==> src/rtl/cache_pkg.sv <==
// Shared definitions for the cache controller slice.
// Contents:
//   - controller state enum (IDLE, RD_MEM, REFILL, WR_MEM)
//   - cache geometry constants (address split, line count, block width)
//   - width of the memory-latency counter
package cache_pkg;

  // Cache geometry: 10-bit word address = tag | index | word offset.
  localparam int unsigned ADDR_W   = 10;
  localparam int unsigned TAG_W    = 3;
  localparam int unsigned INDEX_W  = 5;
  localparam int unsigned OFFSET_W = 2;
  localparam int unsigned LINES    = 32;
  localparam int unsigned BLOCK_W  = 128;

  // Latency counter width; memory latencies are limited to 1..15.
  localparam int unsigned LAT_CNT_W = 4;

  typedef enum logic [1:0] {
    IDLE   = 2'd0,
    RD_MEM = 2'd1,
    REFILL = 2'd2,
    WR_MEM = 2'd3
  } state_e;

endpackage

==> src/rtl/mem_wait_counter.sv <==
// Load/decrement counter used to time data-memory accesses.
// Ports:
//   clk      - clock
//   rst_n    - asynchronous active-low reset (count cleared to 0)
//   load     - load load_val (has priority over dec)
//   load_val - value to load
//   dec      - decrement by one; ignored when already zero
//   zero     - count is zero
module mem_wait_counter
  import cache_pkg::*;
(
  input  logic                 clk,
  input  logic                 rst_n,
  input  logic                 load,
  input  logic [LAT_CNT_W-1:0] load_val,
  input  logic                 dec,
  output logic                 zero
);

  logic [LAT_CNT_W-1:0] cnt_q, cnt_d;

  always_comb begin
    cnt_d = cnt_q;
    if (load) begin
      cnt_d = load_val;
    end else if (dec && (cnt_q != '0)) begin
      // Saturate at zero so the count never wraps.
      cnt_d = cnt_q - 1'b1;
    end
  end

  always_ff @(posedge clk or negedge rst_n) begin
    if (!rst_n) begin
      cnt_q <= '0;
    end else begin
      cnt_q <= cnt_d;
    end
  end

  assign zero = (cnt_q == '0);

endmodule

==> src/rtl/cache_controller.sv <==
// Sequencing FSM for the direct-mapped write-through cache and its data memory.
// Accepts single-word load/store requests from the core, drives the cache and
// data-memory strobes, stalls the core on misses and write-through, and times
// fixed memory latencies with mem_wait_counter.
// Build option:
//   CACHE_WR_ALLOCATE_EN - when defined, a write miss first refills the line and
//                          then takes the write-hit path (write-allocate).
//                          Default (undefined) is write-no-allocate.
// Parameters:
//   MEM_RD_LAT - block-read latency in cycles (1..15)
//   MEM_WR_LAT - word-write latency in cycles (1..15)
// Ports:
//   clk, rst_n      - clock, asynchronous active-low reset
//   cpu_rd_req      - core load request (held while stall)
//   cpu_wr_req      - core store request (held while stall)
//   hit_miss        - cache hit for the current address
//   rd_en_cm        - cache read strobe
//   wr_en_cm        - cache word-write strobe
//   mem_to_cache_en - cache block-refill strobe
//   mem_rd_en       - data-memory block read in progress
//   mem_wr_en       - data-memory word write in progress
//   stall           - core must hold request and address
module cache_controller
  import cache_pkg::*;
#(
  parameter int unsigned MEM_RD_LAT = 4,
  parameter int unsigned MEM_WR_LAT = 4
) (
  input  logic clk,
  input  logic rst_n,
  input  logic cpu_rd_req,
  input  logic cpu_wr_req,
  input  logic hit_miss,
  output logic rd_en_cm,
  output logic wr_en_cm,
  output logic mem_to_cache_en,
  output logic mem_rd_en,
  output logic mem_wr_en,
  output logic stall
);

  localparam logic [LAT_CNT_W-1:0] RdLoad = LAT_CNT_W'(MEM_RD_LAT - 1);
  localparam logic [LAT_CNT_W-1:0] WrLoad = LAT_CNT_W'(MEM_WR_LAT - 1);

  state_e state_q, state_d;

  logic                 cnt_load;
  logic [LAT_CNT_W-1:0] cnt_load_val;
  logic                 cnt_dec;
  logic                 cnt_zero;

  logic rd_en_c, wr_en_c, refill_c, mem_rd_c, mem_wr_c, stall_c;

  mem_wait_counter u_wait_cnt (
    .clk      (clk),
    .rst_n    (rst_n),
    .load     (cnt_load),
    .load_val (cnt_load_val),
    .dec      (cnt_dec),
    .zero     (cnt_zero)
  );

  always_comb begin
    state_d      = state_q;
    cnt_load     = 1'b0;
    cnt_load_val = '0;
    cnt_dec      = 1'b0;
    rd_en_c      = 1'b0;
    wr_en_c      = 1'b0;
    refill_c     = 1'b0;
    mem_rd_c     = 1'b0;
    mem_wr_c     = 1'b0;
    stall_c      = 1'b0;

    unique case (state_q)
      IDLE: begin
        // Stores win over loads when both are requested.
        if (cpu_wr_req) begin
          stall_c = 1'b1;
          if (hit_miss) begin
            wr_en_c      = 1'b1;
            state_d      = WR_MEM;
            cnt_load     = 1'b1;
            cnt_load_val = WrLoad;
          end else begin
`ifdef CACHE_WR_ALLOCATE_EN
            // Refill first; the returning IDLE cycle then sees a write hit.
            state_d      = RD_MEM;
            cnt_load     = 1'b1;
            cnt_load_val = RdLoad;
`else
            state_d      = WR_MEM;
            cnt_load     = 1'b1;
            cnt_load_val = WrLoad;
`endif
          end
        end else if (cpu_rd_req) begin
          if (hit_miss) begin
            rd_en_c = 1'b1;
          end else begin
            stall_c      = 1'b1;
            state_d      = RD_MEM;
            cnt_load     = 1'b1;
            cnt_load_val = RdLoad;
          end
        end
      end

      RD_MEM: begin
        mem_rd_c = 1'b1;
        stall_c  = 1'b1;
        if (cnt_zero) begin
          state_d = REFILL;
        end else begin
          cnt_dec = 1'b1;
        end
      end

      REFILL: begin
        refill_c = 1'b1;
        stall_c  = 1'b1;
        state_d  = IDLE;
      end

      WR_MEM: begin
        mem_wr_c = 1'b1;
        // The final write cycle releases the core.
        if (cnt_zero) begin
          state_d = IDLE;
        end else begin
          stall_c = 1'b1;
          cnt_dec = 1'b1;
        end
      end

      default: state_d = IDLE;
    endcase
  end

  always_ff @(posedge clk or negedge rst_n) begin
    if (!rst_n) begin
      state_q <= IDLE;
    end else begin
      state_q <= state_d;
    end
  end

  // Gate with reset so no strobe is seen while rst_n is low, even though
  // IDLE decoding would otherwise react to held requests.
  assign rd_en_cm        = rst_n & rd_en_c;
  assign wr_en_cm        = rst_n & wr_en_c;
  assign mem_to_cache_en = rst_n & refill_c;
  assign mem_rd_en       = rst_n & mem_rd_c;
  assign mem_wr_en       = rst_n & mem_wr_c;
  assign stall           = rst_n & stall_c;

endmodule

==> config.mk <==
export PLATFORM = sky130hd
export DESIGN_NAME = cache_controller
export DESIGN_NICKNAME = d
export VERILOG_FILES = /design/src/rtl/cache_pkg.sv /design/src/rtl/mem_wait_counter.sv /design/src/rtl/cache_controller.sv
export SDC_FILE = /design/constraint.sdc
export NUM_CORES = 1
export LEC_CHECK = 0
export ABC_AREA = 1
export CAP_MARGIN = 20
export CORE_AREA = 2 2 39 41
export DETAILED_ROUTE_END_ITERATION = 12
export DIE_AREA = 0 0 41 43
export PLACE_DENSITY_LB_ADDON = 0.15
export SETUP_SLACK_MARGIN = 0.4
export SYNTH_ARGS = -nofsm -noshare
export SYNTH_HDL_FRONTEND = slang
export SYNTH_SLANG_ARGS = --single-unit
==> constraint.sdc <==
create_clock -name clk -period 3.6 [get_ports clk]
set_clock_uncertainty 0.1 [all_clocks]
set_input_delay 0.72 -clock clk [delete_from_list [all_inputs] [get_ports clk]]
set_output_delay 0.72 -clock clk [all_outputs]
set_load 0.05 [all_outputs]
==> results of run 1 <==
## worst max-delay path: cells and delay by family
family,cells,cell delay (ns)
AND/OR/NAND/NOR,1,0.06
buffers and inverters,3,1.36
## worst paths after layout
kind	to	depth (start not counted)	from
worst max-delay path	mem_to_cache_en	4	rst_n
worst min-delay path	u_wait_cnt.cnt_q[0]$_DFFE_PN0P_	2	u_wait_cnt.cnt_q[0]$_DFFE_PN0P_
worst max register to register	state_q[1]$_DFFE_PN0P_	5	state_q[0]$_DFFE_PN0P_
worst min register to register	u_wait_cnt.cnt_q[0]$_DFFE_PN0P_	2	u_wait_cnt.cnt_q[0]$_DFFE_PN0P_
max in group asynchronous	u_wait_cnt.cnt_q[1]$_DFFE_PN0P_	2	rst_n
min in group asynchronous	state_q[0]$_DFFE_PN0P_	2	rst_n
## cells in the final DEF, fill, tap and decap left out
cell,instances
a21oi_1,1
nand3_1,8
nor3_1,2
inv_1,13
a21boi_0,1
nand3_2,1
clkdlybuf4s50_1,7
clkbuf_4,3
xor2_1,1
nand2_4,2
nand2_1,20
buf_4,4
ha_1,6
o21ai_2,2
nand2_2,1
dfrtp_1,6
inv_2,2
nor2_1,4
## registers in the layout (all words and copies together), names as in the netlist
signal	count
u_wait_cnt.cnt_q	4
state_q	2
## cells by family (layout without fill, tap and decap cells)
kind of cell / count (synthesis) / in the layout
simple gates: 38 / 38
flops: 6 / 6
compound gates: 4 / 4
buf+inv: 15 / 29
xor+xnor: 1 / 1
fa+ha+maj: 6 / 6
## power groups by stage
stage                      Clock, W  Sequential (W)  Combinational, W
after floorplan                   0        0.000121          0.000278
after global placement            0        0.000127          0.000348
after detailed placement          0        0.000127          0.000353
after CTS                 0.0000650        0.000126          0.000354
after global routing      0.0000705        0.000131          0.000395
final                     0.0000604        0.000126          0.000350
## per-layer routing
layer / wire length, µm / part of all wire [%]
met1: 461 / 49
met2: 447 / 47
met3: 30 / 3.2
met4: 9 / 0.95
met5: 0 / 0
## area by class of cell
| type | count | area [µm²] |
|---|---|---|
| clock buffers | 3 | 22.5 |
| well taps | 16 | 20.0 |
| multi-input cells | 49 | 293 |
| repair buffers | 11 | 100 |
| flip-flops and latches | 6 | 150 |
| fillers | 157 | 742 |
| inverters | 15 | 56.3 |
## through the flow
step / util (%) / area (µm²) / cells
after floorplan: - / 499 / 70
after global placement: 44.8 / 619 / 97
after detailed placement: 44.8 / 619 / 97
after CTS: 46.4 / 642 / 100
after global routing: 46.4 / 642 / 100
final: 46.4 / 642 / 100
==> metrics.md, run 1 <==
| Metric | Value |
|---|---|
| Status | `finished clean` |
| PnR worst setup slack | `0.625 ns` |
| Post-route ant nets | `0` |
| Critical Path Max Stage Delay | `0.79 ns` |
| Place WS | `0.614 ns` |
| Port-buffer cells | `10` |
| First-pass detailed-route iteration total | `2` |
| Fmax | `336 MHz` |
| Detailed placement HPWL | `776 µm` |
| Avg Cell Area, Syn | `7.13 µm²` |
| Design Power | `0.000536 W` |
| Syn nets | `81` |
| Synth warnings | `0` |
| Die width | `41 µm` |
| Post-CTS setup repair buffer count | `0` |
| GPL Wtd Cong | `0.818` |
| Die ar. | `1760 µm²` |
| Sw Ratio | `51.5%` |
| Drt drc | `0` |
| Slew Limit Fails | `0` |
| Final period util | `82.6%` |
| Endpoints failing hold | `0` |
| Yosys top cell area share | `30.1%` |
| Most instantiated cells after synthesis | `nand2_1 (20), inv_1 (13), nand3_1 (8)` |
| Combinational fraction of design power | `65.2%` |
| Worst path cell trace | `clkdlybuf4s50_1, nand2_1, inv_1, clkdlybuf4s50_1` |
| Hold Path Class | `flip-flop to flip-flop` |
| Synth Area in Adders | `15.0%` |
| Met1 Resource Use GR | `17.4%` |
| CP startpoint kind | `input port` |
| Number of max-cap violations | `0` |
| Relative slew slack | `66.9%` |
| Post-Route WL | `950 µm` |
| Net Sw Power | `0.000276 W` |
| GR Overflow Total | `0` |
| Layout cells sized above 1 | `17.9%` |
| M2 GR Usage | `21.3%` |
| CTS-repair resized insts | `0` |
| CTS tree | `yes` |
| Initial antenna violation count | `0` |
| Proportion of power drawn by the clock network | `11.3%` |
| CTS Hold Buffers Added | `0` |
| Std cell rows | `14` |
| Synth cell types | `15` |
| Worst-path clk slew | `0.04 ns` |
| Mapped Cells | `70` |
| Vias per cell | `4.56` |
| Die H | `43 µm` |
| Vias in the first global route | `422` |
| Number of synthesized flops with an enable pin | `0` |
| Synth top area cells | `dfrtp_1 (30%), ha_1 (15%), nand2_1 (15%)` |
| I/O pins | `11` |
| Iter 0 DRT Violations | `11` |
| Leading cell type by number of instances after synthesis | `nand2_1` |
| Post-synthesis sequential area ratio | `30.1%` |
| Synth Area in XOR/XNOR | `1.75%` |
| Worst Path Required | `2.78 ns` |
| # diodes | `0` |
| Flops & latches, synth | `6` |
| Simple-gate portion of the synthesized area | `35.8%` |
| Critical path arrival | `2.15 ns` |
| Mux cell area share after synthesis | `0%` |
| Clock Tree Buf Depth | `2` |
| P&R area growth vs syn | `28.6%` |
| Final net count | `97` |
| Met3 Use GR | `3.14%` |
| Cell-internal power | `0.000260 W` |
| H-tree depth | `1` |
| Synth Area in Compound Gates | `6.02%` |
| Most used DFF post-synth | `dfrtp_1` |
| Initial Util | `36.1%` |
| Crit-path max FO | `4` |
| Largest family of logic cells by synthesized area | `simple AND/OR/NAND/NOR gates` |
| Core area | `1380 µm²` |
| Global-route wire length before repair | `1.68 mm` |
| Total Routing Usage GR | `14.4%` |
| CTS sink count | `6` |
| Critical path's most frequent cell | `clkdlybuf4s50_1` |
| Total number of vias | `456` |
| Flop pwr share | `23.6%` |
| WL/cell | `9.50 µm` |
| VDD IR max | `367 µV` |
| Final setup vio count | `0` |
| Power Dens Cells | `836 nW/µm²` |
| Root Driver | `clkbuf_4` |
| Endpoint type of the worst setup path | `primary output` |
| Num CTS Buffers | `3` |
| CP max stage cell | `clkdlybuf4s50_1` |
| Hold_ws | `0.403 ns` |
| CP Class | `input port to primary output` |
| Asr flop ratio synth | `100%` |
| Largest net degree at the start of global routing | `9` |
| Leakage | `0.375 nW` |
| Setup_tns | `0 ns` |
| Synth area leader | `dfrtp_1` |
| RSZ-0062 raised after global routing | `no` |
| Worst-skew pair later-pin latency | `0.24 ns` |
| Crit path time final | `2.97 ns` |
| Post-Syn Area | `499 µm²` |
| Flop-to-flop setup slack | `2.19 ns` |
| Measured slew at the worst slew-check pin | `0.495 ns` |
| Most Crowded Layer GR | `met2` |
No activity file was read; power rests on OpenSTA's default activity.
==> run 2: changes to the inputs <==
==> constraint.sdc (replaced) <==
create_clock -name clk -period 3 [get_ports clk]
set_clock_uncertainty 0.1 [all_clocks]
set_input_delay 0.6 -clock clk [delete_from_list [all_inputs] [get_ports clk]]
set_output_delay 0.6 -clock clk [all_outputs]
set_load 0.05 [all_outputs]
==> run 2 against run 1 <==
Core utilization rose by 4.9 points. Worst hold slack improved by 0.0018 ns. Wire length fell by 11%. Largest cell class unchanged. Total power rose by 27%. Clock-buffer cell count did not move. Cell count did not move.
==> metrics.md, run 2 (synthesized netlist as in run 1, its figures left out) <==
| Metric | Value |
|---|---|
| I/O pins | `11 (unchanged)` |
| Worst path cell trace | `clkdlybuf4s50_1, buf_4, nand2_1, a21oi_1, buf_12` |
| CTS Hold Buffers Added | `0 (unchanged)` |
| Fmax | `419 MHz` |
| Largest net degree at the start of global routing | `11 (+2)` |
| GR Overflow Total | `0 (unchanged)` |
| Vias per cell | `4.37 (-4.2%)` |
| Vias in the first global route | `383 (-9.2%)` |
| Detailed placement HPWL | `744 µm (-4.2%)` |
| Port-buffer cells | `10 (unchanged)` |
| Measured slew at the worst slew-check pin | `0.350 ns (-0.145 ns)` |
| Number of max-cap violations | `0 (unchanged)` |
| R2r startpoint | `state_q[0]$_DFFE_PN0P_` |
| # diodes | `0 (unchanged)` |
| Biggest regs | `u_wait_cnt.cnt_q x4, state_q x2` |
| Total number of vias | `437 (-4.2%)` |
| Relative slew slack | `76.5% (+9.6 points)` |
| Cells on Worst Hold Path | `2 (unchanged)` |
| Std cell rows | `14 (unchanged)` |
| Hold endpoint | `u_wait_cnt.cnt_q[0]$_DFFE_PN0P_` |
| Slew Limit Fails | `0 (unchanged)` |
| CTS tree | `yes` |
| P&R area growth vs syn | `42.1%` |
| Crit Reg-Reg Endpoint | `state_q[1]$_DFFE_PN0P_` |
| CP Class | `input port to primary output` |
| Post-route ant nets | `0 (unchanged)` |
| RSZ-0062 raised after global routing | `no` |
| Final setup vio count | `0 (unchanged)` |
| PnR worst setup slack | `0.611 ns (-0.0149 ns)` |
| CTS sink count | `6 (unchanged)` |
| Largest Register | `u_wait_cnt.cnt_q` |
| Commonest non-fill, non-tap cell in the layout | `nand2_1` |
| Setup_tns | `0 ns (unchanged)` |
| Hold Startpoint | `u_wait_cnt.cnt_q[0]$_DFFE_PN0P_` |
| Place WS | `0.590 ns (-0.0240 ns)` |
| Drt drc | `0 (unchanged)` |
| Worst Path Required | `2.30 ns (-0.48 ns)` |
| Final period util | `79.6%` |
| Critical Path Max Stage Delay | `0.47 ns (-0.32 ns)` |
| Core area | `1380 µm² (unchanged)` |
| Final net count | `97 (unchanged)` |
| Commonest non-fill, non-tap cells in the layout | `nand2_1 (20), inv_1 (13), nand3_1 (8)` |
| Total Routing Usage GR | `13.2% (-1.1 points)` |
| CTS-repair resized insts | `0 (unchanged)` |
| Die H | `43 µm (unchanged)` |
| Placed Cells incl. Taps | `97 (unchanged)` |
| Global-route wire length before repair | `1.59 mm (-5.3%)` |
| Initial antenna violation count | `0 (unchanged)` |
| Cells on worst reg2reg path | `5 (unchanged)` |
| Hold Path Class | `flip-flop to flip-flop` |
| Worst-skew pair later-pin latency | `0.24 ns (about the same)` |
| Crit-path max FO | `10 (+6)` |
| Flop-to-flop setup slack | `1.61 ns (-0.58 ns)` |
| Post-Route WL | `850 µm (-11%)` |
| Iter 0 DRT Violations | `3 (-8)` |
| Status | `finished clean` |
| Final std cells w/o fill | `100 (unchanged)` |
| Crit path time final | `2.39 ns` |
| Worst-path clk slew | `0.04 ns (about the same)` |
| Root Driver | `clkbuf_4` |
| Critical path arrival | `1.69 ns (-0.46 ns)` |
| Num CTS Buffers | `3 (unchanged)` |
| Layout cells sized above 1 | `21.4% (+3.6 points)` |
| Clock Tree Buf Depth | `2 (unchanged)` |
| Initial Util | `36.1% (unchanged)` |
| First-pass detailed-route iteration total | `4 (+2)` |
| Endpoint type of the worst setup path | `primary output` |
| GPL Wtd Cong | `0.719 (-12%)` |
| Crit path buf inv count | `3 (unchanged)` |
| Max reg flops | `4 (unchanged)` |
| WL/cell | `8.50 µm (-11%)` |
| Endpoints failing hold | `0 (unchanged)` |
| Top Family by Delay on Critical Path | `buffers and inverters` |
| H-tree depth | `1 (unchanged)` |
| CP max stage cell | `clkdlybuf4s50_1` |
| VDD IR max | `356 µV (-3.0%)` |
| Fill count | `135 (-14%)` |
| CP Depth | `5 (+1)` |
| Die width | `41 µm (unchanged)` |
| Power Dens Cells | `963 nW/µm² (+15%)` |
| Die ar. | `1760 µm² (unchanged)` |
| CP startpoint kind | `input port` |
| Post-CTS setup repair buffer count | `0 (unchanged)` |
| Leakage | `0.399 nW (+6.4%)` |
[run 2: metal layers]
metal / vias to the layer above / part of all wire, % / GRT usage (%)
met1: 185 / 49 / 19.4
met5: - / 0 / 0
li1: 245 / - / -
met2: 7 / 49 / 16.9
met3: 0 / 2.2 / 4.71
met4: 0 / 0 / 6.00
[run 2: how the worst max path moves through the flow]
stage / start / end / slack, ns
floorplan: state_q[0]$_DFFE_PN0P_ / rd_en_cm / 0.45
detailed placement: rst_n / stall / 0.59
finish: rst_n / stall / 0.61
CTS: rst_n / stall / 0.59
global placement: rst_n / stall / 0.61
global route: hit_miss / stall / 0.52
[run 2: layout make-up]
type	instances	area (µm²)	share of cell area (%)
Tap cell	16	20.0	2.82
Inverter	15	56.3	7.94
Clock buffer	3	22.5	3.17
Timing Repair Buffer	11	168	23.6
Multi-Input combinational cell	49	293	41.3
Sequential cell	6	150	21.2
[run 2: metrics by stage]
stage	total power [W]	hold slack [ns]	utilization, %	instance area (µm²)
2_1_floorplan	0.000478	0.204	-	499
3_3_place_gp	0.000619	0.391	49.6	687
3_5_place_dp	0.000620	0.398	49.6	687
4_1_cts	0.000695	0.412	51.3	709
5_1_grt	0.000756	0.422	51.3	709
6_report	0.000683	0.405	51.3	709
[run 2: power by group]
part           internal (W)  switching (W)
registers          0.000119      0.0000327
clock network     0.0000450      0.0000260
logic              0.000186       0.000274
total              0.000350       0.000333
[run 2: worst min-delay path, delay by kind of cell, from the launching register on]
kind / cells / cell delay, ns
and+or+nand+nor: 2 / 0.12
DFF: 1 / 0.34
